===== src/rtl/spi_pkg.sv =====
// rtl/spi_pkg.sv - shared widths and FSM state encoding for the SPI initiator
package spi_pkg;
  localparam int SPI_DATA_W    = 8;
  localparam int SPI_BIT_CNT_W = 3;

  typedef enum logic [2:0] {
    IDLE,
    SETUP,
    SHIFT,
    HOLD,
    GAP
  } spi_state_e;
endpackage


===== src/rtl/spi_tick_gen.sv =====
// rtl/spi_tick_gen.sv - SCLK half-period tick generator, one pulse every CLK_DIV cycles
module spi_tick_gen
  import spi_pkg::*;
#(
  parameter int CLK_DIV = 4
) (
  input  logic clk_i,
  input  logic rst,
  input  logic clr,
  output logic tick
);
  localparam logic [7:0] LAST = 8'(CLK_DIV - 1);

  logic [7:0] cnt;

  always_ff @(posedge clk_i) begin
    if (rst || clr)
      cnt <= 8'd0;
    else if (cnt == LAST)
      cnt <= 8'd0;
    else
      cnt <= cnt + 8'd1;
  end

  assign tick = (cnt == LAST);
endmodule


===== src/rtl/spi_master.sv =====
// rtl/spi_master.sv - byte-wide SPI mode-0 initiator; SPI_MASTER_LSB_FIRST_EN selects LSB-first order
module spi_master
  import spi_pkg::*;
#(
  parameter int CLK_DIV = 4
) (
  input  logic                  clk_i,
  input  logic                  rst,
  input  logic                  tx_en_i,
  input  logic [SPI_DATA_W-1:0] tx_data_i,
  input  logic                  spi_miso_i,
  output logic                  spi_csn_o,
  output logic                  spi_clk_o,
  output logic                  spi_mosi_o,
  output logic                  busy_o,
  output logic [SPI_DATA_W-1:0] rx_data_o,
  output logic                  rx_done_o
);
  generate
    if (CLK_DIV < 2 || CLK_DIV > 255) begin : g_bad_clk_div
      $error("spi_master: CLK_DIV must be in 2..255");
    end
  endgenerate

  spi_state_e              state, next_state;
  logic                    tick;
  logic                    accept;
  logic [SPI_BIT_CNT_W-1:0] bit_cnt;
  logic [SPI_DATA_W-1:0]   tx_sr;
  logic [SPI_DATA_W-1:0]   rx_sr;
  logic                    first_bit;
  logic                    next_bit;
  logic [SPI_DATA_W-1:0]   tx_shifted;
  logic [SPI_DATA_W-1:0]   rx_shifted;

  assign accept = (state == IDLE) && tx_en_i;

`ifdef SPI_MASTER_LSB_FIRST_EN
  assign first_bit  = tx_data_i[0];
  assign next_bit   = tx_sr[1];
  assign tx_shifted = {1'b0, tx_sr[SPI_DATA_W-1:1]};
  assign rx_shifted = {spi_miso_i, rx_sr[SPI_DATA_W-1:1]};
`else
  assign first_bit  = tx_data_i[SPI_DATA_W-1];
  assign next_bit   = tx_sr[SPI_DATA_W-2];
  assign tx_shifted = {tx_sr[SPI_DATA_W-2:0], 1'b0};
  assign rx_shifted = {rx_sr[SPI_DATA_W-2:0], spi_miso_i};
`endif

  // Restarting the divider on acceptance anchors every SCLK edge to the accept cycle.
  spi_tick_gen #(.CLK_DIV(CLK_DIV)) u_tick_gen (
    .clk_i (clk_i),
    .rst   (rst),
    .clr   (accept),
    .tick  (tick)
  );

  always_ff @(posedge clk_i) begin
    if (rst)
      state <= IDLE;
    else
      state <= next_state;
  end

  always_comb begin
    next_state = state;
    case (state)
      IDLE:    if (tx_en_i) next_state = SETUP;
      SETUP:   if (tick) next_state = SHIFT;
      SHIFT:   if (tick && spi_clk_o && (bit_cnt == '0)) next_state = HOLD;
      HOLD:    if (tick) next_state = GAP;
      GAP:     if (tick) next_state = IDLE;
      default: next_state = IDLE;
    endcase
  end

  always_ff @(posedge clk_i) begin
    if (rst) begin
      spi_csn_o  <= 1'b1;
      spi_clk_o  <= 1'b0;
      spi_mosi_o <= 1'b0;
      busy_o     <= 1'b0;
      rx_data_o  <= '0;
      rx_done_o  <= 1'b0;
      bit_cnt    <= '0;
      tx_sr      <= '0;
      rx_sr      <= '0;
    end else begin
      rx_done_o <= 1'b0;
      case (state)
        IDLE: begin
          if (tx_en_i) begin
            tx_sr      <= tx_data_i;
            spi_csn_o  <= 1'b0;
            spi_mosi_o <= first_bit;
            busy_o     <= 1'b1;
            bit_cnt    <= '0;
          end
        end
        SETUP, SHIFT: begin
          if (tick) begin
            if (!spi_clk_o) begin
              spi_clk_o <= 1'b1;
              rx_sr     <= rx_shifted;
              bit_cnt   <= bit_cnt + 1'b1;
            end else begin
              // A wrapped bit counter on a falling edge means all eight bits are out.
              spi_clk_o <= 1'b0;
              if (bit_cnt == '0) begin
                spi_mosi_o <= 1'b0;
              end else begin
                tx_sr      <= tx_shifted;
                spi_mosi_o <= next_bit;
              end
            end
          end
        end
        HOLD: begin
          if (tick) begin
            spi_csn_o <= 1'b1;
            rx_data_o <= rx_sr;
            rx_done_o <= 1'b1;
          end
        end
        GAP: begin
          if (tick) busy_o <= 1'b0;
        end
        default: ;
      endcase
    end
  end
endmodule


===== config.mk =====
export PLATFORM = sky130hd
export DESIGN_NAME = spi_master
export DESIGN_NICKNAME = d
export VERILOG_FILES = /design/src/rtl/spi_pkg.sv /design/src/rtl/spi_tick_gen.sv /design/src/rtl/spi_master.sv
export SDC_FILE = /design/constraint.sdc
export NUM_CORES = 1
export LEC_CHECK = 0
export BUFFER_PORTS_ARGS = -buffer_cell sky130_fd_sc_hd__buf_2
export CELL_PAD_IN_SITES_DETAIL_PLACEMENT = 0
export CELL_PAD_IN_SITES_GLOBAL_PLACEMENT = 2
export CORE_ASPECT_RATIO = 1.4
export CORE_MARGIN = 3
export CORE_UTILIZATION = 31
export DETAILED_ROUTE_END_ITERATION = 7
export GPL_TIMING_DRIVEN = 0
export PLACE_DENSITY = 0.83
export REMOVE_ABC_BUFFERS = 1
export SETUP_SLACK_MARGIN = 0.3
export SYNTH_ARGS = -nofsm -noshare
export SYNTH_HDL_FRONTEND = slang
export SYNTH_SLANG_ARGS = --single-unit

===== constraint.sdc =====
create_clock -name clk_i -period 2 [get_ports clk_i]
set_input_delay 0.3 -clock clk_i [delete_from_list [all_inputs] [get_ports clk_i]]
set_output_delay 0.3 -clock clk_i [all_outputs]
set_load 0.03 [all_outputs]

After elaboration in Yosys (flattened, before gate mapping)
Index checks and enable logic that the tools add are counted.
{"block": "word_totals", "input_bits": 12, "reg_bits": 42}
{"block": "classes", "addsub": 2, "bitwise": 2, "eq_ne": 14, "n_reduce_logical": 21, "n_mux": 28}
{"op": "$mux 7", "n": 4}
{"op": "$mux 3", "n": 8}
{"op": "$ne 2x2->1 const B", "n": 9}
{"op": "$pmux 3 s5", "n": 1}
{"op": "$pmux 7 s2", "n": 1}
{"op": "$mux 1", "n": 10}
{"op": "$reduce_and 5->1", "n": 2}
{"op": "$reduce_and 3->1", "n": 3}
{"op": "$add 8x1->8 const B", "n": 1}
{"op": "$eq 8x2->1 const B", "n": 1}
{"op": "$reduce_and 4->1", "n": 2}
{"op": "$eq 3x2->1 const B", "n": 2}
{"op": "$logic_not 3->1", "n": 2}
{"op": "$pmux 1 s2", "n": 3}
{"op": "$pmux 3 s2", "n": 1}
{"op": "$reduce_bool 2->1", "n": 3}
{"op": "$reduce_or 2->1", "n": 3}
{"op": "$reduce_and 2->1", "n": 2}
{"op": "$add 3x1->3 const B", "n": 1}
{"op": "$eq 3x1->1 const B", "n": 1}
{"op": "$eq 3x3->1 const B", "n": 1}
{"op": "$logic_and 1x1->1", "n": 3}
{"op": "$not 1->1", "n": 2}
{"op": "$logic_or 1x1->1", "n": 1}

Logic depth before layout (Yosys ltp)
Gate-level depths: netlist of the first run.
{"block": "logic_depth", "depth_word": 5, "mapped_depth": 7}

Modules after synthesis
A second synthesis of the first run with hierarchy kept.
{"block": "unflattened", "cells_unflattened": 203, "area_unflattened_um2": 1814.2}
{"mod": "spi_master", "instances": 1, "area_each_um2": 1437.6, "seq_area_each_um2": 680.7, "cells_each": 160}
{"mod": "spi_tick_gen", "instances": 1, "area_each_um2": 376.6, "seq_area_each_um2": 160.2, "cells_each": 43}

Worst setup path after synthesis of the first run
OpenSTA, ideal clock, no wires.
{"block": "synth_path", "kind": "reg-to-reg", "startpoint": "reg u_tick_gen.cnt[0]", "endpoint": "reg tx_sr[0]", "arrival_time_ns": 2.013, "path_slack_ns": -0.130, "stages_incl_launch_ff": 7, "synth_period_minus_slack_ns": 2.130, "setup_ns": 0.117, "path_cell_list": "dfxtp_1 ha_1 or4b_4 or3_1 buf_2 a21bo_4 a32o_1"}
{"block": "synth_between", "elab_chain_len": 3}
{"element": "start: declaration", "line_no": "spi_tick_gen.sv:14", "text": "logic [7:0] cnt;"}
{"element": "start signal: assignment", "line_no": "spi_tick_gen.sv:22", "text": "cnt <= cnt + 8'd1;"}
{"element": "$eq 8x2->1", "line_no": "spi_tick_gen.sv:25", "text": "assign tick = (cnt == LAST);"}
{"element": "$ne 2x2->1 (no source line)"}
{"element": "$reduce_and 5->1 (no source line)"}
{"element": "end signal: assignment", "line_no": "spi_master.sv:93", "text": "tx_sr <= tx_data_i;"}
{"element": "end signal: assignment", "line_no": "spi_master.sv:112", "text": "tx_sr <= tx_shifted;"}
{"element": "end: declaration", "line_no": "spi_master.sv:29", "text": "logic [SPI_DATA_W-1:0] tx_sr;"}
No other way between the ends.
A chain may end at the register's enable or synchronous reset.

Worst setup path after layout of the first run
{"block": "layout_path", "startpoint": "reg u_tick_gen.cnt[1]", "endpoint": "reg tx_sr[0]"}
Same word-level chain as after synthesis.

==> flow_summary.yaml, run 1 <==
status:
  status: "complete, no violations"
sta:
  finalClockSkew_ns: 0.00786
  hold_viol: 0
  timing.fmax_ghz: 0.502
  setup_viol: 0
  grt_setup_unrepaired: "true"
  tns_ns: 0
  finalCriticalPeriod_ns: 1.99
  drv_slew: 0
  fin_crit_sh: 0.997
  relSlewSlack: 0.561
  setup_ws_ns: 0.00628
  worst_slew_pin_slew_ns: 0.658
  hold_slack_ns: 0.252
setup_path:
  crit_family: "simple AND/OR/NAND/NOR gates"
  worst-path-max-fanout: 7
  crit_arrival_ns: 2.18
  cp.required_ns: 2.18
  timing.critical_path.buf_inv: 0
  critPathSlowestCell: "or4b_4"
  cp-start-kind: "register"
  r2r_setup_slack_ns: 0.006
  crit_type: "register to register"
  r2r_cells: 5
  crit_path_end_kind: "register"
  crit_chain: "ha_4, or4b_4, or3_4, a21bo_4, a32o_1"
  max_stage_delay_ns: 0.50
  r2r-start: "u_tick_gen.cnt[1]"
  rr_endpoint: "tx_sr[0]"
layout:
  drive_above_1_share: 0.384
  diodes: 0
  final_nets: 265
  design_area_um2: 2490
  fin_cells: 320
  syn_to_final_growth_pct: 31.4
  final_util: 0.421
placed_design:
  routabilityCongestion: 0.719
  post-place-cells: 299
  port-buffer-count: 24
  dpl.hpwl_um: 2750
  placed_cell_area_um2: 2070
  pre_cts_slack_ns: -0.504
job:
  maxCapViolations: 0
die:
  die-area_um2: 7090
  die_h_um: 98.4
  start_util: 0.320
  io_pins: 25
  core_um2: 5900
  rows: 33
  dieWidth_um: 72.0
global_routing:
  grt_pass1_wl_um: 7060
  grt_pass1_vias: 1531
  antenna_found_initial: 0
  grt_overflow: 0
  grt_use_total: 0.124
  grt_max_degree: 33
yosys:
  async_flop_share: 0
  synth_simple_gate_area_share: 0.192
  synth_warnings: 0
  ys_ff_latch: 42
  synth-compound-area-share: 0.194
  synth.area.mux_share: 0.0536
  syn_area_um2: 1890
  ys.flop_type: "dfxtp_1"
  ys_seq_area_frac: 0.444
  synth_xor_area_frac: 0.0463
  synth_cell_types: 36
  syn_avg_cell_area_um2: 8.80
  synth_top_family_by_area: "compound AO/OA/AOI/OAI gates"
  synthAdderAreaFrac: 0.0198
  synth_edf_count: 0
  netlist_instances: 215
pwr:
  ir_drop_uv: 262
  powerDensity_nw_per_um2: 633
  total_power_mw: 1.57
  leakage_nw: 0.949
detailed_routing:
  ant_nets: 0
  firstDrtPassIters: 4
  drt_iter0_drc: 93
  drt_wl_total_um: 4280
  drc: 0
  vias: 1610
  wire_per_inst_um: 13.4
  viasPerCell: 5.03
clocking:
  clkSinkCount: 42
  cts_inserted_buffers: 5
  clockBufferDepth: 2
  cts_root_buf: "clkbuf_8"
  cts_tree: "done"
  htreeDepth: 2
  clk_pin_slew_worst_paths_ns: 0.08
  clk_latency_ns: 0.29
worst_hold_path:
  holdCritPathClass: "input pin to register"
  whs_path_depth: 3
  hp-start: "spi_miso_i"
  hold_end: "rx_sr[0]"
Yosys cell counts (6+ instances only):
cell type	n	area [um2]
dfxtp_1	42	841
nor2_1	24	90.1
a21oi_1	21	105
o21ai_0	18	90.1
nand3_1	15	75.1
inv_1	13	48.8
nand2_1	10	37.5
mux2i_1	9	90.1
clkbuf_1	8	30.0
nand2b_1	7	43.8
xnor2_1	7	61.3
a221oi_2	6	90.1
cell usage in the layout, fill, tap and decap left out, types with 2 or more instances in the layout:
cell      count
dfxtp_1      37
o21ai_2       4
buf_4         9
a21oi_1      19
a221oi_2      6
clkinv_2      2
nand3_1       2
o21ai_1      10
a21oi_2       2
or4b_4        2
o21ai_0       4
buf_2        24
nand3_2      12
or3_4         2
xor2_1        3
nand2b_1      7
nor2_1       23
mux2i_1       9
nand2_1       9
xnor2_2       2
xnor2_1       5
nor3_1        3
dfxtp_2       5
o31ai_2       2
inv_1        12
ha_1          2
clkbuf_8      5
buf_6         5
registers in the layout (all words and copies together) (netlist names), 3 cells and up:
| signal | flops |
|---|---|
| rx_sr | 8 |
| bit_cnt | 3 |
| u_tick_gen.cnt | 8 |
| rx_data_o | 8 |
| state | 3 |
| tx_sr | 7 |
final cells by class:
class	instances	area (um2)
clock inverter	2	10.0
inverter	13	52.6
fill	600	3420
clock buffer	5	68.8
timing repair buffer	39	259
sequential	42	847
multi-input combinational	149	1160
tap	70	87.6
worst max-delay path by stage:
| stage | startpoint | endpoint | slack [ns] | cells after the start |
|---|---|---|---|---|
| 6_report | u_tick_gen.cnt[1] | tx_sr[0] | 0.006 | 5 |
| 4_1_cts | u_tick_gen.cnt[1] | tx_sr[6] | 0.003 | 5 |
| 3_5_place_dp | u_tick_gen.cnt[0] | bit_cnt[2] | -0.50 | 6 |
| 3_3_place_gp | u_tick_gen.cnt[0] | bit_cnt[2] | -1.29 | 5 |
| 5_1_grt | u_tick_gen.cnt[1] | tx_sr[4] | -0.06 | 5 |
| 2_1_floorplan | u_tick_gen.cnt[0] | bit_cnt[2] | -0.65 | 5 |
where the power goes:
part | switching [mW] | total, mW | internal, mW
clock network | 0.282 | 0.516 | 0.234
logic | 0.0999 | 0.175 | 0.0752
registers | 0.0207 | 0.883 | 0.862
total | 0.403 | 1.57 | 1.17
layer usage:
metal  GRT usage  part of all wire  vias to the layer above
met5           0                 0                        -
met4      0.0391             0.011                        0
met3      0.0286             0.023                        4
met2       0.215              0.53                       15
met1       0.149              0.44                      768
li1            -                 -                      823
cells by family after synthesis:
group,count (synthesis)
adders and majority gates,3
and+or+nand+nor,72
AOI/OAI and AO/OA,54
muxes,10
DFF,42
buffers and inverters,24
xor gates and xnor gates,10
timing repair:
item | 4_1_cts | 5_1_grt
gates resized for setup | 23 | 43
setup endpoints to repair | 42 | 40
hold buffers | 0 | 0
setup buffers | 5 | 9
endpoints found under the hold margin | 0 | 0
pin swaps | 23 | 16
worst min-delay path: cells and delay by family:
kind	cells	cell delay, ns
AO/OA/AOI/OAI	1	0.05
buffers and inverters	1	0.11
AND/OR/NAND/NOR	1	0.04
Power figures use the tool's default switching activity.
==> run 2: changes to the inputs <==
- CORE_ASPECT_RATIO: 1.4 -> default
- SYNTH_HIERARCHICAL: default -> 1
==> run 2 against run 1 <==
Against the previous run:
- the flow now finishes with violations (negative setup slack)
- register-to-register slack got worse by 0.25 ns
- design area fell by 4.0%
- sequential cell count did not move
- fmax down 11%
- wire length is 7.8% lower
- area after synthesis fell by 4.1%
- largest cell class unchanged
==> flow_summary.yaml, run 2 <==
setup_path:
  cp-start-kind: "register"
  crit_path_start: "u_tick_gen/cnt[5]"
  crit_type: "register to register"
  critical_path.endpoint: "bit_cnt[2]"
  r2r-start: "u_tick_gen/cnt[5]"
  r2r_cells: 7
  crit_path_end_kind: "register"
  cp.required_ns: 2.22
  rr_endpoint: "bit_cnt[2]"
  crit_arrival_ns: 2.46
  worst-path-max-fanout: 3
  r2r_setup_slack_ns: -0.24
yosys:
  synthTopCellsByCount: "42 x dfxtp_1, 26 x nand2_1, 25 x a21oi_1, 18 x nor2_1, 14 x mux2i_1"
  ys_seq_area_frac: 0.463
  synth_edf_count: 0
  synth.most_common_cell: "dfxtp_1"
  synth_area_leaders: "dfxtp_1 46%, mux2i_1 7.7%, a21oi_1 6.9%"
  yosysTopAreaCell: "dfxtp_1"
  syn_avg_cell_area_um2: 8.94
  synth_cell_types: 36
  synth_warnings: 6
  synth_top_area_share: 0.463
  netlist_instances: 203
  async_flop_share: 0
  syn_area_um2: 1810
  ys.flop_type: "dfxtp_1"
  ys_ff_latch: 42
sta:
  relSlewSlack: 0.358
  worst_slew_pin_slew_ns: 0.956
  finalCriticalPeriod_ns: 2.24
  timing.fmax_ghz: 0.446
  fin_crit_sh: 1.12
  finalClockSkew_ns: 0.00584
  grt_setup_unrepaired: "true"
  hold_viol: 0
  drv_slew: 0
  setup_viol: 22
  tns_ns: -2.47
  setup_ws_ns: -0.241
detailed_routing:
  drt_wl_total_um: 3940
  drc: 0
  firstDrtPassIters: 4
  ant_nets: 0
  wire_per_inst_um: 12.6
  drt_iter0_drc: 51
  viasPerCell: 4.82
  vias: 1512
clocking:
  cts_tree: "done"
  cts_root_buf: "clkbuf_8"
  clkSinkCount: 42
  htreeDepth: 2
  cts_inserted_buffers: 5
  clk_latency_ns: 0.29
  cts-hold-fix-buffers: 0
  clockBufferDepth: 2
  clk_pin_slew_worst_paths_ns: 0.08
die:
  core_um2: 5570
  rows: 27
  dieWidth_um: 82.5
  io_pins: 25
  die_h_um: 82.5
  die-area_um2: 6810
  start_util: 0.325
global_routing:
  grt_pass1_vias: 1437
  grt_use_total: 0.123
  grt_pass1_wl_um: 6460
  grt_max_degree: 36
  antenna_found_initial: 0
  grt_overflow: 0
placed_design:
  port-buffer-count: 24
  dpl.hpwl_um: 2440
  routabilityCongestion: 0.738
layout:
  final_cell_mix: "39 x dfxtp_1, 24 x buf_2, 23 x a21oi_1, 18 x nand2_1, 18 x nor2_1"
  syn_to_final_growth_pct: 31.6
  final_nets: 256
  largest_registers: "rx_data_o (8), rx_sr (8), u_tick_gen/cnt (8)"
  mostFrequentLayoutCell: "dfxtp_1"
  drive_above_1_share: 0.343
  diodes: 0
job:
  maxCapViolations: 0
pwr:
  total_power_mw: 1.69
  leakage_nw: 0.975
  ir_drop_uv: 464
  powerDensity_nw_per_um2: 710
status:
  violations: "negative setup slack"
  status: "finished with violations"
worst_hold_path:
  holdCritPathClass: "input pin to register"
## run 2: changes by cell type after synthesis, sizes merged, moves of 5 or more
| cell | change |
|---|---|
| nor2 | -6 |
| nand3 | -8 |
| a311oi | +5 |
| o21ai | -11 |
| mux2i | +5 |
| nand2b | -6 |
| nand2 | +16 |
| a221oi | -5 |
| a21oi | +5 |
| xnor2 | -5 |
## run 2: logic make-up after synthesis
| logic type | Yosys count | synth area share |
|---|---|---|
| adder cells (fa/ha/maj) | 3 | 0.0207 |
| flip-flops | 42 | 0.463 |
| AND/OR/NAND/NOR | 70 | 0.185 |
| buffers and inverters | 23 | 0.0552 |
| XOR/XNOR | 5 | 0.0241 |
| AO/OA/AOI/OAI | 46 | 0.174 |
| multiplexers | 14 | 0.0772 |
## run 2: worst min path at each step
stage	to	start	cells past startpoint	slack (ns)
6_report	rx_sr[0]	spi_miso_i	3	0.24
3_5_place_dp	rx_data_o[3]	rx_data_o[3]	2	0.45
4_1_cts	rx_sr[0]	spi_miso_i	3	0.23
5_1_grt	rx_sr[0]	spi_miso_i	3	0.27
2_1_floorplan	bit_cnt[0]	rst	1	0.37
3_3_place_gp	rx_data_o[2]	rx_data_o[2]	2	0.44
## run 2: stage by stage
step	util	cell area [um2]	setup slack (ns)	std cells	hold WS, ns
2_1_floorplan	-	1760	-0.375	191	0.369
3_3_place_gp	0.353	1970	-0.890	287	0.441
6_report	0.428	2390	-0.241	314	0.239
5_1_grt	0.428	2390	-0.323	314	0.269
3_5_place_dp	0.353	1970	-0.901	287	0.446
4_1_cts	0.404	2250	-0.253	307	0.234
## run 2: worst max-delay path: stages (launching register included)
cell and delay, ns:
dfxtp_2 0.33, or4_4 0.55, nor4_4 0.13, buf_4 0.15, nor3b_4 0.22, a21oi_2 0.11, or4_4 0.53, a21oi_2 0.14
## run 2: repair_timing
item                                    4_1_cts  5_1_grt
setup buffers                                11        6
hold endpoints to repair                      0        0
pin swaps                                    16       13
resized for setup                            19       19
endpoints found under the setup margin       34       34
gates cloned                                  1        1
## run 2: area by class of cell
type	count	area [um2]
fillers	547	3190
flip-flops and latches	42	845
well taps	72	90.1
repair buffers	41	267
inverters	11	42.5
clock buffers	8	110
multi-input cells	140	1030
## run 2: metal layers
layer	share of wire	wire [um]	vias to the layer above	global-route usage
met5	0	0	-	0
li1	-	-	783	-
met4	0.0048	19	0	0.0523
met2	0.49	1930	20	0.196
met1	0.47	1840	707	0.153
met3	0.039	152	2	0.0390
## run 2: report_power, final
group	internal (mW)	total, mW	switching, mW	leakage (nW)
logic	0.0826	0.186	0.104	0.576
registers	0.859	0.879	0.0200	0.342
clock network	0.349	0.629	0.280	0.0575
==> run 3: changes to the inputs <==
- SYNTH_HIERARCHICAL: 1 -> default
==> run 3 against run 2 <==
Against the previous run:
- the run now ends clean
- sequential power hardly changed
- fmax is 13% higher
- clock-buffer cell count is 2 lower
- critical path depth stayed put
- clock power is 31% higher
- sequential share of layout area is 0.33 points higher
- via count is 2.7% higher
- critical endpoint unchanged
- largest cell class unchanged
==> flow_summary.yaml, run 3 (synthesis results as in run 1) <==
global_routing:
  grt_overflow: 0
  grt_max_degree: 33
  grt_use_total: 0.124
  grt_pass1_vias: 1555
  antenna_found_initial: 0
  grt_pass1_wl_um: 7160
pwr:
  powerDensity_nw_per_um2: 788
  leakage_nw: 0.940
  ir_drop_uv: 334
layout:
  largest_registers: "rx_data_o (8), rx_sr (8), u_tick_gen.cnt (8)"
  mostFrequentLayoutCell: "dfxtp_1"
  diodes: 0
  drive_above_1_share: 0.276
  final_cell_mix: "37 x dfxtp_1, 24 x buf_2, 23 x nor2_1, 20 x a21oi_1, 15 x nand3_1"
  fin_cells: 318
  syn_to_final_growth_pct: 26.1
  final_nets: 260
worst_hold_path:
  hold_end: "rx_sr[0]"
  whs_path_depth: 3
  hp-start: "spi_miso_i"
  holdCritPathClass: "input pin to register"
clocking:
  clkSinkCount: 42
  cts_root_buf: "clkbuf_8"
  clk_latency_ns: 0.30
  clockBufferDepth: 2
  cts_tree: "done"
  htreeDepth: 2
  clk_pin_slew_worst_paths_ns: 0.08
  cts_inserted_buffers: 5
setup_path:
  cp.required_ns: 2.19
  r2r-start: "u_tick_gen.cnt[1]"
  crit_type: "register to register"
  crit_path_end_kind: "register"
  rr_endpoint: "bit_cnt[2]"
  crit_arrival_ns: 2.17
  r2r_cells: 7
  worst-path-max-fanout: 4
  r2r_setup_slack_ns: 0.02
  cp-start-kind: "register"
detailed_routing:
  drc: 0
  ant_nets: 0
  drt_iter0_drc: 64
  drt_wl_total_um: 4190
  vias: 1553
  viasPerCell: 4.88
  wire_per_inst_um: 13.2
  firstDrtPassIters: 4
sta:
  finalClockSkew_ns: 0.00749
  timing.fmax_ghz: 0.505
  hold_viol: 0
  finalCriticalPeriod_ns: 1.98
  relSlewSlack: 0.544
  drv_slew: 0
  grt_setup_unrepaired: "true"
  setup_viol: 0
  worst_slew_pin_slew_ns: 0.684
  hold_slack_ns: 0.248
  fin_crit_sh: 0.990
placed_design:
  dpl.hpwl_um: 2710
  port-buffer-count: 24
  post-place-cells: 301
  routabilityCongestion: 0.675
die:
  die_h_um: 84.1
  rows: 27
  die-area_um2: 7080
  dieWidth_um: 84.1
  core_um2: 5710
  io_pins: 25
  start_util: 0.331
job:
  maxCapViolations: 0
status:
  status: "complete, no violations"
-- run 3: changes by cell type in the layout (fill, tap and decap cells not counted), moves of 5 or more --
cell and delta:
nor2_1 +5, nand3_1 +10, a311oi_1 -5, nand2b_1 +7, nand2_2 -5, nand2_1 -8
a221oi_2 +6, o21ai_0 +8, mux2i_1 -5
-- run 3: final cells by class --
type	count	area [um2]
Clock buffer	6	82.6
Sequential cell	42	852
Fill cell	596	3320
Clock inverter	2	60.1
Inverter	13	48.8
Timing Repair Buffer	34	199
Multi-Input combinational cell	149	1050
Tap cell	72	90.1
-- run 3: critical path, stage by stage, from the launching register on --
cell and delay, ns:
dfxtp_2 0.36, ha_4 0.14, or4b_4 0.48, buf_4 0.16, nor4_4 0.15, buf_4 0.17, nand3_1 0.09, mux2_4 0.33
-- run 3: routing by layer --
layer	vias up	share of wire	global-route usage
met1	716	0.47	0.155
met5	-	0	0
li1	811	-	-
met4	0	0.020	0.0570
met3	7	0.031	0.0267
met2	19	0.48	0.204
-- run 3: worst max path at each step --
stage                            startpoint            to  slack, ns  cells after the start
final                     u_tick_gen.cnt[1]    bit_cnt[2]       0.02                      7
after global routing      u_tick_gen.cnt[1]    bit_cnt[2]      -0.06                      7
after CTS                 u_tick_gen.cnt[1]      tx_sr[5]     -0.005                      5
after detailed placement  u_tick_gen.cnt[0]  rx_data_o[3]      -0.41                      5
after global placement    u_tick_gen.cnt[0]    bit_cnt[2]      -1.27                      5
after floorplan           u_tick_gen.cnt[0]    bit_cnt[2]      -0.65                      5
-- run 3: where the power goes --
part           leakage (nW)  internal, mW  total, mW  switching [mW]
combinational         0.525        0.0731      0.172          0.0993
sequential            0.344         0.861      0.882          0.0205
clock                0.0714         0.532      0.827           0.295
-- run 3: timing repair --
item                                    4_1_cts  5_1_grt
setup buffers                                 8        1
hold endpoints to repair                      0        0
gates resized for setup                      17       11
hold buffers                                  0        0
endpoints found under the setup margin       42       41
pin swaps                                    26        1
-- run 3: through the flow --
stage | setup slack [ns] | total power [mW] | util | TNS, ns | cell area [um2]
2_1_floorplan | -0.653 | 1.00 | - | -6.93 | 1850
3_3_place_gp | -1.27 | 1.05 | 0.360 | -18.13 | 2060
3_5_place_dp | -0.413 | 1.06 | 0.363 | -7.32 | 2070
4_1_cts | -0.00511 | 1.91 | 0.409 | -0.00511 | 2340
5_1_grt | -0.0647 | 1.96 | 0.418 | -0.333 | 2390
6_report | 0.0205 | 1.88 | 0.418 | 0 | 2390
